## src/rtl/debug_uart_rx_pkg.sv

```systemverilog
// Shared types for the debug console receive path.
package debug_uart_rx_pkg;

    localparam int unsigned DATA_W = 8;

    typedef enum logic [2:0] {
        RX_IDLE,
        RX_START,
        RX_DATA,
        RX_STOP,
        RX_BREAK
    } rx_state_t;

endpackage

```

## src/rtl/debug_uart_rx_if.sv

```systemverilog
// Byte stream from the receive FIFO to debug_core (valid/ready handshake).
interface debug_uart_rx_if;
    import debug_uart_rx_pkg::*;

    logic              fifo_rx_vld;
    logic              fifo_rx_rdy;
    logic [DATA_W-1:0] fifo_rx_dat;

    modport master (
        output fifo_rx_vld,
        output fifo_rx_dat,
        input  fifo_rx_rdy
    );

    modport slave (
        input  fifo_rx_vld,
        input  fifo_rx_dat,
        output fifo_rx_rdy
    );
endinterface

```

## src/rtl/debug_uart_rx_fifo.sv

```systemverilog
// Synchronous first-word-fall-through FIFO; dout always shows the head entry.
module debug_rx_fifo #(
    parameter int unsigned WIDTH   = 8,
    parameter int unsigned FIFO_AW = 2
) (
    input  logic             clk,
    input  logic             rst,
    input  logic             push,
    input  logic [WIDTH-1:0] din,
    output logic             full,
    input  logic             pop,
    output logic [WIDTH-1:0] dout,
    output logic             empty
);
    localparam int unsigned DEPTH = 2 ** FIFO_AW;
    localparam int unsigned PW    = (FIFO_AW > 0) ? FIFO_AW : 1;

    logic [WIDTH-1:0] mem [DEPTH];
    logic [PW-1:0]    wr_ptr;
    logic [PW-1:0]    rd_ptr;
    logic [FIFO_AW:0] count;
    logic             do_push;
    logic             do_pop;

    assign empty   = (count == '0);
    assign full    = (count == (FIFO_AW + 1)'(DEPTH));
    assign do_pop  = pop & ~empty;
    // A push into a full FIFO only lands when the head leaves in the same cycle.
    assign do_push = push & (~full | do_pop);
    assign dout    = mem[rd_ptr];

    always_ff @(posedge clk) begin
        if (do_push) begin
            mem[wr_ptr] <= din;
        end
    end

    always_ff @(posedge clk) begin
        if (rst) begin
            wr_ptr <= '0;
            rd_ptr <= '0;
            count  <= '0;
        end else begin
            if (do_push) begin
                wr_ptr <= (wr_ptr == PW'(DEPTH - 1)) ? '0 : wr_ptr + 1'b1;
            end
            if (do_pop) begin
                rd_ptr <= (rd_ptr == PW'(DEPTH - 1)) ? '0 : rd_ptr + 1'b1;
            end
            case ({do_push, do_pop})
                2'b10:   count <= count + 1'b1;
                2'b01:   count <= count - 1'b1;
                default: count <= count;
            endcase
        end
    end
endmodule

```

## src/rtl/debug_uart_rx.sv

```systemverilog
// 8N1 UART receiver for the debug console, feeding debug_core through a small FIFO.
module debug_uart_rx
    import debug_uart_rx_pkg::*;
#(
    parameter int unsigned CLK_FREQ  = 100_000_000,
    parameter int unsigned BAUD_RATE = 115200,
    parameter int unsigned FIFO_AW   = 2
) (
    input  logic            clk,
    input  logic            rst,
    input  logic            uart_rx,
    debug_uart_rx_if.master rx,
    output logic            frame_err,
    output logic            overflow
);
    localparam int unsigned DIV = CLK_FREQ / BAUD_RATE;
    localparam int unsigned CW  = (DIV > 1) ? $clog2(DIV) : 1;
    localparam logic [CW-1:0] CNT_HALF = CW'(DIV / 2 - 1);
    localparam logic [CW-1:0] CNT_FULL = CW'(DIV - 1);

    if (DIV < 8) begin : g_div_check
        $error("debug_uart_rx: CLK_FREQ/BAUD_RATE must be at least 8");
    end

    logic [1:0]        sync;
    logic              rxs;
    rx_state_t         state;
    logic [CW-1:0]     cnt;
    logic [2:0]        idx;
    logic [DATA_W-1:0] sh;
    logic              push;
    logic              pop;
    logic              full;
    logic              empty;

    always_ff @(posedge clk) begin
        if (rst) begin
            sync <= '1;
        end else begin
            sync <= {sync[0], uart_rx};
        end
    end
    assign rxs = sync[1];

    // Bits are sampled at their centre: DIV/2 after the start edge, then every DIV.
    always_ff @(posedge clk) begin
        if (rst) begin
            state     <= RX_IDLE;
            cnt       <= '0;
            idx       <= '0;
            sh        <= '0;
            push      <= 1'b0;
            frame_err <= 1'b0;
        end else begin
            push      <= 1'b0;
            frame_err <= 1'b0;
            case (state)
                RX_IDLE: begin
                    if (!rxs) begin
                        state <= RX_START;
                        cnt   <= CNT_HALF;
                    end
                end
                RX_START: begin
                    if (cnt == '0) begin
                        if (!rxs) begin
                            state <= RX_DATA;
                            cnt   <= CNT_FULL;
                            idx   <= '0;
                        end else begin
                            state <= RX_IDLE;
                        end
                    end else begin
                        cnt <= cnt - 1'b1;
                    end
                end
                RX_DATA: begin
                    if (cnt == '0) begin
                        sh  <= {rxs, sh[DATA_W-1:1]};
                        cnt <= CNT_FULL;
                        if (idx == 3'd7) begin
                            state <= RX_STOP;
                        end else begin
                            idx <= idx + 1'b1;
                        end
                    end else begin
                        cnt <= cnt - 1'b1;
                    end
                end
                RX_STOP: begin
                    if (cnt == '0) begin
                        if (rxs) begin
                            push  <= 1'b1;
                            state <= RX_IDLE;
                        end else begin
                            frame_err <= 1'b1;
                            state     <= RX_BREAK;
                        end
                    end else begin
                        cnt <= cnt - 1'b1;
                    end
                end
                RX_BREAK: begin
                    if (rxs) begin
                        state <= RX_IDLE;
                    end
                end
                default: state <= RX_IDLE;
            endcase
        end
    end

    assign pop = rx.fifo_rx_vld & rx.fifo_rx_rdy;

    always_ff @(posedge clk) begin
        if (rst) begin
            overflow <= 1'b0;
        end else begin
            overflow <= push & full & ~pop;
        end
    end

    debug_rx_fifo #(
        .WIDTH   (DATA_W),
        .FIFO_AW (FIFO_AW)
    ) u_fifo (
        .clk   (clk),
        .rst   (rst),
        .push  (push),
        .din   (sh),
        .full  (full),
        .pop   (pop),
        .dout  (rx.fifo_rx_dat),
        .empty (empty)
    );

    assign rx.fifo_rx_vld = ~empty;
endmodule
```

## src/flat_wrapper.sv

```systemverilog
// flat-port wrapper written by rule: the top's interface ports become plain ports
module debug_uart_rx_flat import debug_uart_rx_pkg::*;
#(
    parameter int unsigned CLK_FREQ  = 100_000_000,
    parameter int unsigned BAUD_RATE = 115200,
    parameter int unsigned FIFO_AW   = 2
)
  (clk, rst, uart_rx, frame_err, overflow, rx_fifo_rx_vld, rx_fifo_rx_dat, rx_fifo_rx_rdy);
  debug_uart_rx_if rx_i ();
  input  logic clk;
  input  logic rst;
  input  logic uart_rx;
  output logic frame_err;
  output logic overflow;
  output wire logic [$bits(rx_i.fifo_rx_vld)-1:0] rx_fifo_rx_vld;
  output wire logic [$bits(rx_i.fifo_rx_dat)-1:0] rx_fifo_rx_dat;
  input wire logic [$bits(rx_i.fifo_rx_rdy)-1:0] rx_fifo_rx_rdy;
  assign rx_fifo_rx_vld = rx_i.fifo_rx_vld;
  assign rx_fifo_rx_dat = rx_i.fifo_rx_dat;
  assign rx_i.fifo_rx_rdy = rx_fifo_rx_rdy;
  debug_uart_rx #(.CLK_FREQ(CLK_FREQ), .BAUD_RATE(BAUD_RATE), .FIFO_AW(FIFO_AW)) u_core (.clk(clk), .rst(rst), .uart_rx(uart_rx), .rx(rx_i), .frame_err(frame_err), .overflow(overflow));
endmodule
```

## config.mk

```make
export PLATFORM = sky130hd
export DESIGN_NAME = debug_uart_rx_flat
export DESIGN_NICKNAME = d
export VERILOG_FILES = /design/src/rtl/debug_uart_rx_pkg.sv /design/src/rtl/debug_uart_rx_if.sv /design/src/rtl/debug_uart_rx_fifo.sv /design/src/rtl/debug_uart_rx.sv /design/src/flat_wrapper.sv
export SDC_FILE = /design/constraint.sdc
export NUM_CORES = 1
export LEC_CHECK = 0
export ABC_AREA = 1
export BUFFER_PORTS_ARGS = -buffer_cell sky130_fd_sc_hd__buf_4
export CORE_MARGIN = 10
export CORE_UTILIZATION = 40
export DETAILED_ROUTE_END_ITERATION = 16
export GPL_TIMING_DRIVEN = 0
export REMOVE_ABC_BUFFERS = 1
export SETUP_SLACK_MARGIN = 0.15
export SLEW_MARGIN = 30
export SYNTH_ARGS = -nofsm -noshare
export SYNTH_HDL_FRONTEND = slang
export SYNTH_SLANG_ARGS = --single-unit
export TNS_END_PERCENT = 5
```

## constraint.sdc

```tcl
create_clock -name clk -period 1.89 [get_ports clk]
set_clock_uncertainty 0.15 [all_clocks]
set_input_delay 0 -clock clk [delete_from_list [all_inputs] [get_ports clk]]
set_output_delay 0 -clock clk [all_outputs]
set_load 0.02 [all_outputs]
```

==> insert_results.sql, run 1 <==
INSERT INTO impl_metrics (metric_group, metric, value, unit) VALUES
('placed_design', 'dp.final_hpwl', '4.00', 'mm'),
('clock_tree', 'clock_tree_root_driver_cell', 'sky130_fd_sc_hd__clkbuf_8', ''),
('setup_path', 'critical-path-top-delay-family', 'adder cells', ''),
('synthesis', 'ys_seq_elements', '70', ''),
('drt', 'avgRoutedWirePerCell', '13.2', 'um'),
('setup_path', 'setup.worst_path.start_class', 'register', ''),
('synthesis', 'synthesis.instances', '341', ''),
('drt', 'routed-wl-met3', '247', 'um'),
('drt', 'detail-route-antenna-nets', '0', ''),
('die', 'floorplan.initialDensity', '41.1', '%'),
('grt', 'grt_antenna_before_repair', '0', ''),
('cells_and_area', 'layout-drive-gt1-share', '25.5', '%'),
('placed_design', 'numPortBuffers', '14', ''),
('drt', 'wirelength_met1', '2.87', 'mm'),
('setup_path', 'timing.critical_path.slowest_stage_cell', 'sky130_fd_sc_hd__dfxtp_4', ''),
('die', 'ioPinCount', '15', ''),
('synthesis', 'synthesis.area', '3160', 'um2'),
('drt', 'top_layer', 'met4', ''),
('timing', 'finalWorstPathRequiredPeriod', '2.03', 'ns'),
('run_status', 'failed_checks', 'negative setup slack', ''),
('setup_path', 'worstPathCellList', 'nor2_4 -> nand2_2 -> nand2_4 -> nand3_4 -> nand2_4 -> ha_4 -> inv_4 -> fa_2 -> a21oi_2 -> o21ai_2 -> o21ai_1 -> a21oi_1', ''),
('synthesis', 'synth-edff-count', '32', ''),
('grt', 'grt_pass1_vias', '2301', ''),
('cells_and_area', 'fin_util', '49.9', '%'),
('timing', 'finalHoldViolations', '0', ''),
('clock_tree', 'cts_tree', 'yes', ''),
('grt', 'grt_remaining_overflow', '0', ''),
('die', 'core_area', '7690', 'um2'),
('timing', 'timing.final.ws_setup', '-0.139', 'ns'),
('grt', 'first_pass_grt_wire_length', '10.4', 'mm'),
('setup_path', 'path_common_cell', 'sky130_fd_sc_hd__nand2_4', ''),
('run_status', 'outcome', 'finished, violations left', ''),
('setup_path', 'worstSetupPathType', 'register to register', ''),
('synthesis', 'synth_cell_type_count', '35', ''),
('min_path', 'min-delay-path-class', 'input pin to register', ''),
('setup_path', 'timing.critical_path.arrival', '2.12', 'ns'),
('drt', 'route.met2.wl', '3.14', 'mm'),
('die', 'placement_rows', '32', ''),
('drt', 'wirelength', '6.35', 'mm'),
('setup_path', 'worst_path_largest_cell_delay', '0.36', 'ns'),
('timing', 'worst_hold_margin', '0.134', 'ns'),
('clock_tree', 'clock_insertion_delay_worst_skew', '0.35', 'ns'),
('clock_tree', 'number_of_h_tree_branching_levels', '3', ''),
('timing', 'finalSetupViolations', '1', ''),
('grt', 'grt.total_usage', '11.0', '%'),
('synthesis', 'synth_top_flop_cell', 'sky130_fd_sc_hd__dfxtp_1', ''),
('drt', 'drt_via_density', '4.94', ''),
('pwr', 'report.power.total', '4.26', 'mW'),
('cells_and_area', 'layout.cells.most_common', 'sky130_fd_sc_hd__nor2_1', ''),
('synthesis', 'post_synthesis_area_per_instance', '9.26', 'um2'),
('setup_path', 'setup.worst_path.end_class', 'register', ''),
('grt', 'grt_start_max_net_pins', '25', ''),
('job', 'maxCapViolCount', '0', ''),
('pwr', 'static-leakage-power', '1.61', 'nW'),
('die', 'floorplan.die.height', '109', 'um'),
('synthesis', 'synth_seq_area_share', '54.5', '%'),
('drt', 'post-route-drc-count', '0', ''),
('setup_path', 'critical_path_peak_fanout', '4', ''),
('placed_design', 'placed_area', '3370', 'um2'),
('clock_tree', 'cts-root-to-sink-buffers', '2', ''),
('timing', 'min_period_over_period', '107', '%'),
('drt', 'firstDrtPassIters', '4', ''),
('cells_and_area', 'final_design_area_no_fill', '3830', 'um2'),
('timing', 'slew_headroom', '54.1', '%'),
('die', 'die-area', '11800', 'um2'),
('cells_and_area', 'fill_cells', '737', ''),
('timing', 'maximum_clock_frequency', '493', 'MHz'),
('drt', 'drtIter0Drc', '97', ''),
('pwr', 'power_density', '1110', 'nW/um2'),
('cells_and_area', 'diodes', '0', ''),
('clock_tree', 'cts-buffers-inserted', '9', '');
cell type report:
cell class	count	area, um2	share of cell area [%]
Sequential cell	70	1740	45.3
Multi-Input combinational cell	229	1410	36.8
Timing Repair Buffer	28	220	5.74
Inverter	37	155	4.05
Tap cell	102	128	3.33
Clock buffer	9	124	3.23
Clock inverter	7	61.3	1.60
cells in the mapped netlist (5+ instances only):
cell type / n / area share (%)
sky130_fd_sc_hd__ha_1: 9 / 3.6
sky130_fd_sc_hd__edfxtp_1: 32 / 30
sky130_fd_sc_hd__o21ai_1: 5 / 0.79
sky130_fd_sc_hd__o21ai_0: 36 / 5.7
sky130_fd_sc_hd__nand4_1: 8 / 1.6
sky130_fd_sc_hd__nand3_1: 13 / 2.1
sky130_fd_sc_hd__nand2_1: 32 / 3.8
sky130_fd_sc_hd__dfxtp_1: 38 / 24
sky130_fd_sc_hd__inv_1: 31 / 3.7
sky130_fd_sc_hd__nor2_1: 71 / 8.4
sky130_fd_sc_hd__a21oi_1: 11 / 1.7
sky130_fd_sc_hd__o22ai_1: 8 / 1.6
sky130_fd_sc_hd__nor2_2: 5 / 0.99
tightest hold or removal path, delay by kind of cell:
kind,cells,cell delay (ns)
AND/OR/NAND/NOR,2,0.19
buffers and inverters,2,0.40
what timing repair did:
item | 4_1_cts | 5_1_grt
hold endpoints to repair | 16 | 0
setup buffers | 4 | 6
pin swaps | 9 | 17
hold buffers | 4 | 0
endpoints found under the setup margin | 67 | 52
resized for setup | 31 | 17
metrics by stage:
step,TNS (ns),instances,setup WS (ns)
4_1_cts,-0.0981,476,-0.0981
2_1_floorplan,-0.494,336,-0.376
3_3_place_gp,-6.91,452,-0.461
5_1_grt,-0.258,482,-0.258
3_5_place_dp,-7.68,452,-0.482
6_report,-0.139,482,-0.139
final timing paths:
check	to	from	slack [ns]	cells after the start
worst max-delay path	u_core.u_fifo.count[2]	u_core.u_fifo.count[0]	-0.14	12
worst min-delay path	u_core.overflow	rst	0.13	4
worst min register to register	u_core.sync[1]	u_core.sync[0]	0.28	1
worst max register to register	u_core.u_fifo.count[2]	u_core.u_fifo.count[0]	-0.14	12
routing by layer:
| metal | vias up | global-route usage (%) |
|---|---|---|
| met3 | 10 | 2.48 |
| met5 | - | 0 |
| met1 | 1109 | 12.2 |
| met4 | 0 | 5.93 |
| li1 | 1221 | - |
| met2 | 40 | 19.3 |
flip-flops by register name (all words and copies together), names as in the netlist, named ones only:
| name | cells |
|---|---|
| u_core.u_fifo.mem | 32 |
| u_core.cnt | 10 |
| u_core.sh | 8 |
| u_core.idx | 3 |
| u_core.state | 3 |
| u_core.u_fifo.count | 3 |
| u_core.sync | 2 |
| u_core.u_fifo.rd_ptr | 2 |
| u_core.u_fifo.wr_ptr | 2 |
| u_core.frame_err | 1 |
| u_core.overflow | 1 |
| u_core.push | 1 |
kinds of logic (layout without fill, tap and decap cells):
kind of cell,after synthesis,in the layout,share of synthesized area [%]
AND/OR/NAND/NOR,151,151,23.9
flip-flops,70,70,54.5
AO/OA/AOI/OAI,66,66,11.6
buffers and inverters,42,81,5.19
adder cells (fa/ha/maj),10,10,4.20
XOR/XNOR,2,2,0.555
report_power, final:
part	switching [mW]	internal, mW	leakage, nW	total (mW)
clock	0.641	0.501	0.0888	1.14
combinational	0.824	0.509	0.837	1.33
sequential	0.120	1.67	0.681	1.79
total	1.59	2.68	1.61	4.26
Note: power is estimated with default switching activity, not from simulation.
==> inputs of run 2 (changes only) <==
--- a/config.mk
+++ b/config.mk
@@ -9,6 +9,7 @@
 export BUFFER_PORTS_ARGS = -buffer_cell sky130_fd_sc_hd__buf_4
 export CORE_MARGIN = 10
 export CORE_UTILIZATION = 40
+export CTS_BUF_LIST = sky130_fd_sc_hd__clkbuf_4
 export DETAILED_ROUTE_END_ITERATION = 16
 export GPL_TIMING_DRIVEN = 0
 export REMOVE_ABC_BUFFERS = 1
==> insert_results.sql, run 2 (synthesis gave the netlist of run 1 again) <==
INSERT INTO impl_metrics (metric_group, metric, value, unit) VALUES
('drt', 'drt_via_density', '4.94', ''),
('cells_and_area', 'registers.top_by_ff_count', 'u_core.u_fifo.mem', ''),
('cells_and_area', 'syn2layout_area_growth', '19.9', '%'),
('timing', 'min_period_over_period', '105', '%'),
('cells_and_area', 'num-nets-final', '390', ''),
('setup_path', 'worstSetupPathType', 'register to register', ''),
('cells_and_area', 'most-common-layout-cells', 'sky130_fd_sc_hd__nor2_1 (65), sky130_fd_sc_hd__edfxtp_1 (32), sky130_fd_sc_hd__dfxtp_1 (31)', ''),
('pwr', 'power_density', '1070', 'nW/um2'),
('drt', 'drtIter0Drc', '87', ''),
('cells_and_area', 'instances_no_fill', '483', ''),
('clock_tree', 'cts-root-to-sink-buffers', '2', ''),
('cells_and_area', 'layout.cells.most_common', 'sky130_fd_sc_hd__nor2_1', ''),
('timing', 'worst_tran_pin_value', '0.644', 'ns'),
('grt', 'grt_start_max_net_pins', '25', ''),
('grt', 'grt_pass1_vias', '2321', ''),
('drt', 'post-route-drc-count', '0', ''),
('grt', 'first_pass_grt_wire_length', '10.6', 'mm'),
('timing', 'slew_viol_final', '0', ''),
('setup_path', 'rrSetupSlack', '-0.10', 'ns'),
('drt', 'avgRoutedWirePerCell', '13.2', 'um'),
('pwr', 'static-leakage-power', '1.59', 'nW'),
('grt', 'grt.total_usage', '11.1', '%'),
('timing', 'maximum_clock_frequency', '502', 'MHz'),
('die', 'floorplan.die.height', '109', 'um'),
('drt', 'wirelength', '6.40', 'mm'),
('run_status', 'outcome', 'finished, violations left', ''),
('setup_path', 'critical_path.reg2reg.endpoint', 'u_core.u_fifo.count[2]', ''),
('grt', 'grt_antenna_before_repair', '0', ''),
('placed_design', 'dp.final_hpwl', '4.00', 'mm'),
('placed_design', 'numPortBuffers', '14', ''),
('timing', 'timing.setup.tns', '-0.101', 'ns'),
('timing', 'finalSetupViolations', '1', ''),
('setup_path', 'timing.critical_path.arrival', '2.15', 'ns'),
('pwr', 'report.power.total', '4.05', 'mW'),
('drt', 'firstDrtPassIters', '4', ''),
('setup_path', 'crit_path_start', 'u_core.u_fifo.count[0]', ''),
('clock_tree', 'clock-sinks', '70', ''),
('grt', 'grt_remaining_overflow', '0', ''),
('timing', 'slew_headroom', '57.0', '%'),
('clock_tree', 'number_of_h_tree_branching_levels', '3', ''),
('timing', 'finalHoldViolations', '0', ''),
('cells_and_area', 'largest_reg_flops', '32', ''),
('setup_path', 'cp.required', '2.05', 'ns'),
('cells_and_area', 'biggestRegsByFlops', 'u_core.u_fifo.mem: 32 flops, u_core.cnt: 10 flops, u_core.sh: 8 flops', ''),
('clock_tree', 'cts_tree', 'yes', ''),
('die', 'floorplan.initialDensity', '41.1', '%'),
('drt', 'detail-route-antenna-nets', '0', ''),
('setup_path', 'critPathCapture', 'u_core.u_fifo.count[2]', ''),
('placed_design', 'numPlacedInstances', '452', ''),
('die', 'placement_rows', '32', ''),
('die', 'core_area', '7690', 'um2'),
('die', 'die_w', '109', 'um'),
('timing', 'timing.final.ws_setup', '-0.101', 'ns'),
('setup_path', 'setup.worst_path.end_class', 'register', ''),
('clock_tree', 'clock_insertion_delay_worst_skew', '0.41', 'ns'),
('run_status', 'failed_checks', 'negative setup slack', ''),
('die', 'die-area', '11800', 'um2'),
('setup_path', 'setup.worst_path.start_class', 'register', ''),
('job', 'maxCapViolCount', '0', ''),
('drt', 'vias', '2388', ''),
('placed_design', 'gp_routability_congestion', '0.799', ''),
('setup_path', 'worst-r2r-cell-count', '12', ''),
('clock_tree', 'cts-buffers-inserted', '9', ''),
('pwr', 'irDropWorstVdd', '0.000613', 'V'),
('die', 'ioPinCount', '15', ''),
('timing', 'rsz0062_at_grt', 'yes', ''),
('cells_and_area', 'diodes', '0', ''),
('clock_tree', 'clock_tree_root_driver_cell', 'sky130_fd_sc_hd__clkbuf_4', ''),
('setup_path', 'r2r-start', 'u_core.u_fifo.count[0]', ''),
('setup_path', 'critical_path_peak_fanout', '3', ''),
('clock_tree', 'worst_setup_hold_path_clk_slew', '0.12', 'ns'),
('timing', 'finalWorstPathRequiredPeriod', '1.99', 'ns'),
('cells_and_area', 'layout-drive-gt1-share', '26.2', '%'),
('min_path', 'min-delay-path-class', 'input pin to register', ''),
('placed_design', 'dp_worst_setup_slack', '-0.482', 'ns');
run 2: what timing repair did:
item / CTS / global route
resized for setup: 34 / 20
pin swaps: 9 / 12
hold buffers: 4 / 0
hold endpoints to repair: 16 / 0
setup buffers: 8 / 3
setup endpoints to repair: 67 / 57
run 2: per-layer routing:
layer / share of wire, % / wire length [um] / global-route usage [%] / up-vias
met5: 0 / 0 / 0 / -
met4: 1.0 / 64 / 4.24 / 0
met3: 3.8 / 246 / 3.19 / 5
met2: 50 / 3220 / 19.6 / 41
met1: 45 / 2860 / 12.5 / 1121
li1: - / - / - / 1221
run 2: metrics by stage:
step | util, % | cell area (um2) | hold slack [ns]
floorplan | - | 3140 | -0.0876
global placement | 43.8 | 3370 | 0.0418
detailed placement | 43.8 | 3370 | 0.0414
CTS | 48.3 | 3710 | 0.0265
global route | 49.3 | 3790 | 0.115
finish | 49.3 | 3790 | 0.0391
run 2: area by class of cell:
class                   count  area (um2)
fillers                   747        3900
flip-flops and latches     70        1740
multi-input cells         229        1410
repair buffers             29         228
inverters                  37         155
well taps                 102         128
clock buffers               9        67.6
clock inverters             7        61.3
run 2: worst min-delay path by stage:
stage	slack [ns]	endpoint	cells past startpoint	start
final	0.04	u_core.overflow	4	rst
after global routing	0.12	u_core.sh[5]	4	rst
after CTS	0.03	u_core.overflow	4	rst
after detailed placement	0.04	u_core.sync[0]	2	uart_rx
after global placement	0.04	u_core.sync[0]	2	uart_rx
after floorplan	-0.09	u_core.cnt[8]	1	rst
run 2: worst max-delay path, stage by stage, from the launching register on:
cell	delay, ns
sky130_fd_sc_hd__dfxtp_2	0.36
sky130_fd_sc_hd__nor2_4	0.12
sky130_fd_sc_hd__nand2_2	0.09
sky130_fd_sc_hd__nand2_4	0.09
sky130_fd_sc_hd__nand3_4	0.08
sky130_fd_sc_hd__nand2_4	0.08
sky130_fd_sc_hd__ha_4	0.13
sky130_fd_sc_hd__inv_4	0.03
sky130_fd_sc_hd__fa_2	0.35
sky130_fd_sc_hd__a21oi_2	0.17
sky130_fd_sc_hd__o21ai_2	0.08
sky130_fd_sc_hd__o21ai_1	0.12
sky130_fd_sc_hd__a21oi_1	0.05
run 2: where the power goes:
group / switching [mW] / internal, mW / leakage (nW)
Combinational: 0.833 / 0.519 / 0.846
Sequential: 0.116 / 1.67 / 0.682
Clock: 0.616 / 0.294 / 0.0655
